--- src/rtl/sram_controller.sv ---
// Sequences a 16-bit asynchronous SRAM for the MEM stage.
// Each 32-bit access becomes a low-half then a high-half transfer of WAIT_CYCLES each.
module sram_controller #(
  parameter int          WAIT_CYCLES = 2,
  parameter logic [31:0] BASE_ADDR   = 32'd1024
) (
  input  logic        clk,
  input  logic        rst,
  input  logic        wr_en,
  input  logic        rd_en,
  input  logic [31:0] address,
  input  logic [31:0] write_data,
  output logic [31:0] read_data,
  output logic        ready,
  output logic [17:0] sram_addr,
  input  logic [15:0] sram_dq_in,
  output logic [15:0] sram_dq_out,
  output logic        sram_dq_oe,
  output logic        sram_ce_n,
  output logic        sram_oe_n,
  output logic        sram_we_n,
  output logic        sram_ub_n,
  output logic        sram_lb_n
);

  localparam int             CNT_W    = (WAIT_CYCLES > 1) ? $clog2(WAIT_CYCLES) : 1;
  localparam logic [CNT_W-1:0] CNT_LAST = CNT_W'(WAIT_CYCLES - 1);

  typedef enum logic [1:0] {IDLE, LOW, HIGH, DONE} state_t;

  state_t            state, state_next;
  logic [CNT_W-1:0]  cnt;
  logic              op_wr;
  logic [31:0]       wdata;
  logic [17:0]       addr_q;
  logic              req;
  logic              active;
  logic              last;
  logic [31:0]       off;
  logic              unused_off;

  assign req        = rd_en | wr_en;
  assign off        = address - BASE_ADDR;
  assign unused_off = ^{off[31:19], off[1:0]};
  assign active     = (state == LOW) || (state == HIGH);
  assign last       = (cnt == CNT_LAST);

  always_ff @(posedge clk) begin
    if (rst) state <= IDLE;
    else     state <= state_next;
  end

  always_comb begin
    state_next = state;
    ready      = 1'b0;
    case (state)
      IDLE: begin
        if (req) state_next = LOW;
        else     ready      = 1'b1;
      end
      LOW:  if (last) state_next = HIGH;
      HIGH: if (last) state_next = DONE;
      DONE: begin
        ready      = 1'b1;
        state_next = IDLE;
      end
      default: state_next = IDLE;
    endcase
  end

  // addr_q[0] is the half select; it stays at 1 after an access so the address holds.
  always_ff @(posedge clk) begin
    if (rst) begin
      cnt       <= '0;
      op_wr     <= 1'b0;
      wdata     <= '0;
      addr_q    <= '0;
      read_data <= '0;
    end else begin
      case (state)
        IDLE: begin
          if (req) begin
            op_wr  <= wr_en;
            wdata  <= write_data;
            addr_q <= {off[18:2], 1'b0};
            cnt    <= '0;
          end
        end
        LOW: begin
          if (last) begin
            cnt       <= '0;
            addr_q[0] <= 1'b1;
            if (!op_wr) read_data[15:0] <= sram_dq_in;
          end else begin
            cnt <= cnt + 1'b1;
          end
        end
        HIGH: begin
          if (last) begin
            cnt <= '0;
            if (!op_wr) read_data[31:16] <= sram_dq_in;
          end else begin
            cnt <= cnt + 1'b1;
          end
        end
        default: cnt <= '0;
      endcase
    end
  end

  assign sram_addr   = addr_q;
  assign sram_ce_n   = ~active;
  assign sram_ub_n   = ~active;
  assign sram_lb_n   = ~active;
  assign sram_oe_n   = ~(active & ~op_wr);
  assign sram_we_n   = ~(active & op_wr);
  assign sram_dq_oe  = active & op_wr;
  assign sram_dq_out = sram_dq_oe ? (addr_q[0] ? wdata[31:16] : wdata[15:0]) : 16'h0000;

endmodule

--- config.mk ---
export PLATFORM = sky130hd
export DESIGN_NAME = sram_controller
export DESIGN_NICKNAME = d
export VERILOG_FILES = /design/src/rtl/sram_controller.sv
export SDC_FILE = /design/constraint.sdc
export NUM_CORES = 1
export LEC_CHECK = 0
export CORE_UTILIZATION = 37
export DETAILED_ROUTE_END_ITERATION = 12
export PLACE_DENSITY = 0.85
export SLEW_MARGIN = 20
export SYNTH_ARGS = -nofsm -noshare
export SYNTH_HDL_FRONTEND = slang
export SYNTH_SLANG_ARGS = --single-unit
--- constraint.sdc ---
create_clock -name clk -period 1.81 [get_ports clk]
set_clock_uncertainty 0.15 [all_clocks]
set_input_delay 0.4525 -clock clk [delete_from_list [all_inputs] [get_ports clk]]
set_output_delay 0.4525 -clock clk [all_outputs]
set_load 0.05 [all_outputs]
==> results.json <==
{
  "p_comb_frac": 0.535,
  "clock_path_buffers": 2,
  "dr.pass1.iters": 4,
  "cts_buffers": 9,
  "ir_drop_mv": 1.930,
  "port_buffers": 141,
  "ys_seq_area_frac": 0.4980,
  "synth_edf_count": 0,
  "syn_to_final_growth_pct": 85.74,
  "switching_power_mw": 3.600,
  "cp.arrival_ns": 1.56,
  "diodes": 0,
  "antenna_found_initial": 0,
  "syn_nets": 530,
  "ys_ff_latch": 86,
  "grt_pass1_wl_um": 17190,
  "rows": 34,
  "cpMostUsedCell": "buf_12",
  "pin_count": 157,
  "grt_start_max_net_pins": 37,
  "slowest_delay_ns": 0.35,
  "seq_area_mm2": 0.001729,
  "seqPwrFrac": 0.293,
  "violations": "setup timing",
  "timing.fmax_ghz": 0.4616,
  "relSlewSlack": 0.6916,
  "sw_frac_of_total": 0.4060,
  "gp_congestion": 0.7620,
  "grt_usage": 0.2225,
  "worstSetupPathType": "register to output pin",
  "numClockSinks": 86,
  "synthFlopType": "dfxtp_1",
  "cp_cell_sequence": "inv_2, ha_4, buf_12, nand2_4, nor2_4, buf_12",
  "synth.distinct_cells": 31,
  "initial_core_util": 0.3888,
  "drt_iter0_drc": 96,
  "hold_ws_ns": 0.3109,
  "worst_pin_slew_ns": 0.4626,
  "async_flop_share": 0,
  "crit_fanout": 4,
  "clkTransAtPathRegs_ns": 0.09,
  "dp_hpwl_um": 7843,
  "insertion_delay_ns": 0.35,
  "stdcell_count": 711,
  "fillers": 609,
  "multi_input_comb_area_mm2": 0.001802,
  "die_w_um": 98.66,
  "drc": 0,
  "final_cell_mix": "nand2_1, dfxtp_1, buf_12, a21oi_1, clkdlybuf4s50_1",
  "final_common_cell": "nand2_1",
  "yosys_warnings": 0,
  "slowest_stage": "dfxtp_2",
  "setup-violations-final": 23,
  "cp-end-kind": "output pin",
  "dr_total_vias": 3594,
  "cts_max_level": 3,
  "yosys.area.top_type": "dfxtp_1",
  "drive_gt1_frac": 0.2687,
  "outcome": "complete, but fails checks",
  "die-area_mm2": 0.009734,
  "ctsHoldBuffers": 0,
  "drt-wirelength-per-cell_um": 15.06,
  "p_per_area_mw_per_mm2": 1381,
  "finalHoldViolCount": 0,
  "p_int_mw": 5.268,
  "pwr-share-clk": 0.172,
  "fin_crit_sh": 1.197,
  "ant_nets": 0,
  "slew_viol_final": 0,
  "fin_crit_ns": 2.166,
  "grt_overflow": 0,
  "synth_area_mm2": 0.003457,
  "hp-class": "register to register",
  "cap_violations": 0,
  "root_buffer": "clkbuf_8",
  "dp_slack_ns": -0.4037,
  "syn_inst": 441,
  "fp.dieH_um": 98.66,
  "cts_tree": "built",
  "synth_area_leaders": "dfxtp_1, nand2_1, a21oi_1, mux2i_1, nor2_1",
  "p_leak_nw": 2.372,
  "crit_required_ns": 1.21,
  "final_nets": 687,
  "synth_top_area_frac": 0.4980,
  "fin_ws_ns": -0.3563,
  "synth.avg_cell_area_um2": 7.839,
  "rsz0062_at_grt": "true",
  "startpoint_type": "register",
  "grt_pass1_vias": 3610,
  "vias_per_cell": 5.055,
  "placed_cells_incl_taps": 687,
  "core_mm2": 0.008891,
  "wl_um": 10710
}
==> metrics by stage <==
stage	area [um^2]	utilization	setup TNS, ns	total power [mW]
after floorplan	3625	-	-1.372	4.994
after global placement	6032	0.6784	-9.841	6.883
after detailed placement	6032	0.6784	-12.20	7.010
after CTS	6385	0.7181	-7.741	8.850
after global routing	6421	0.7222	-8.988	9.296
final	6421	0.7222	-7.491	8.868
==> path summary, 6_finish.rpt <==
kind / cells past startpoint / slack, ns / end / startpoint
worst max-delay path: 6 / -0.36 / sram_dq_out[9] / state[1]
worst min-delay path: 2 / 0.31 / wdata[7] / wdata[7]
worst max register to register: 8 / 0.12 / read_data[13] / state[1]
worst min register to register: 2 / 0.31 / wdata[7] / wdata[7]
==> worst max-delay path, delay by kind of cell (launching register included) <==
kind          cells  cell delay, ns
buf+inv           3            0.32
simple gates      2            0.22
fa+ha+maj         1            0.32
flops             1            0.35
==> cell usage after synthesis (2+ instances only) <==
cell type / number
inv_1: 7
a211oi_1: 9
mux2i_1: 16
buf_2: 7
nand2_1: 148
xnor2_1: 3
nand3b_1: 2
nand3_1: 3
nor4_1: 4
ha_1: 5
dfxtp_1: 86
a21oi_1: 77
clkbuf_1: 20
buf_1: 3
nor3b_1: 3
nor2_1: 27
nor3_1: 3
and4_1: 3
and3b_1: 2
buf_4: 2
==> logic make-up after synthesis <==
kind of cell	Yosys count	synth area share
simple gates	199	0.2378
fa+ha+maj	5	0.01810
buf+inv	39	0.04705
flops	86	0.4980
xor+xnor	3	0.007602
compound gates	93	0.1451
mux	16	0.04633
==> power groups by stage <==
stage / clock, mW / combinational, mW / sequential [mW]
after floorplan: 0 / 1.98 / 3.01
after global placement: 0 / 4.29 / 2.59
after detailed placement: 0 / 4.39 / 2.62
after CTS: 1.56 / 4.69 / 2.59
after global routing: 1.64 / 5.02 / 2.64
final: 1.53 / 4.75 / 2.60
==> state kept, by name, summed over array words and instances, names as in the netlist <==
name / cells
cnt: 1
sram_addr: 18
state: 2
read_data: 32
op_wr: 1
wdata: 32
==> layer usage <==
metal / part of all wire / up-vias / track usage
met4: 0.018 / 0 / 0.07348
li1: - / 1773 / -
met3: 0.042 / 14 / 0.04610
met1: 0.40 / 1703 / 0.2540
met5: 0 / - / 0
met2: 0.54 / 104 / 0.4128
==> timing repair <==
action                                 in CTS  in global routing
buffers inserted                            4                  2
setup endpoints to repair                  24                 42
gates resized for setup                    14                  6
pin swaps                                   3                  3
endpoints found under the hold margin       0                  0
cloned                                      2                  0
==> area by class of cell <==
cell class / instances / area share
Clock buffer: 9 / 0.01929
Clock inverter: 7 / 0.01637
Inverter: 7 / 0.005261
Sequential cell: 86 / 0.2693
Timing Repair Buffer: 176 / 0.3882
Tap cell: 108 / 0.02104
Multi-Input combinational cell: 318 / 0.2806
Power figures use the tool's default switching activity.
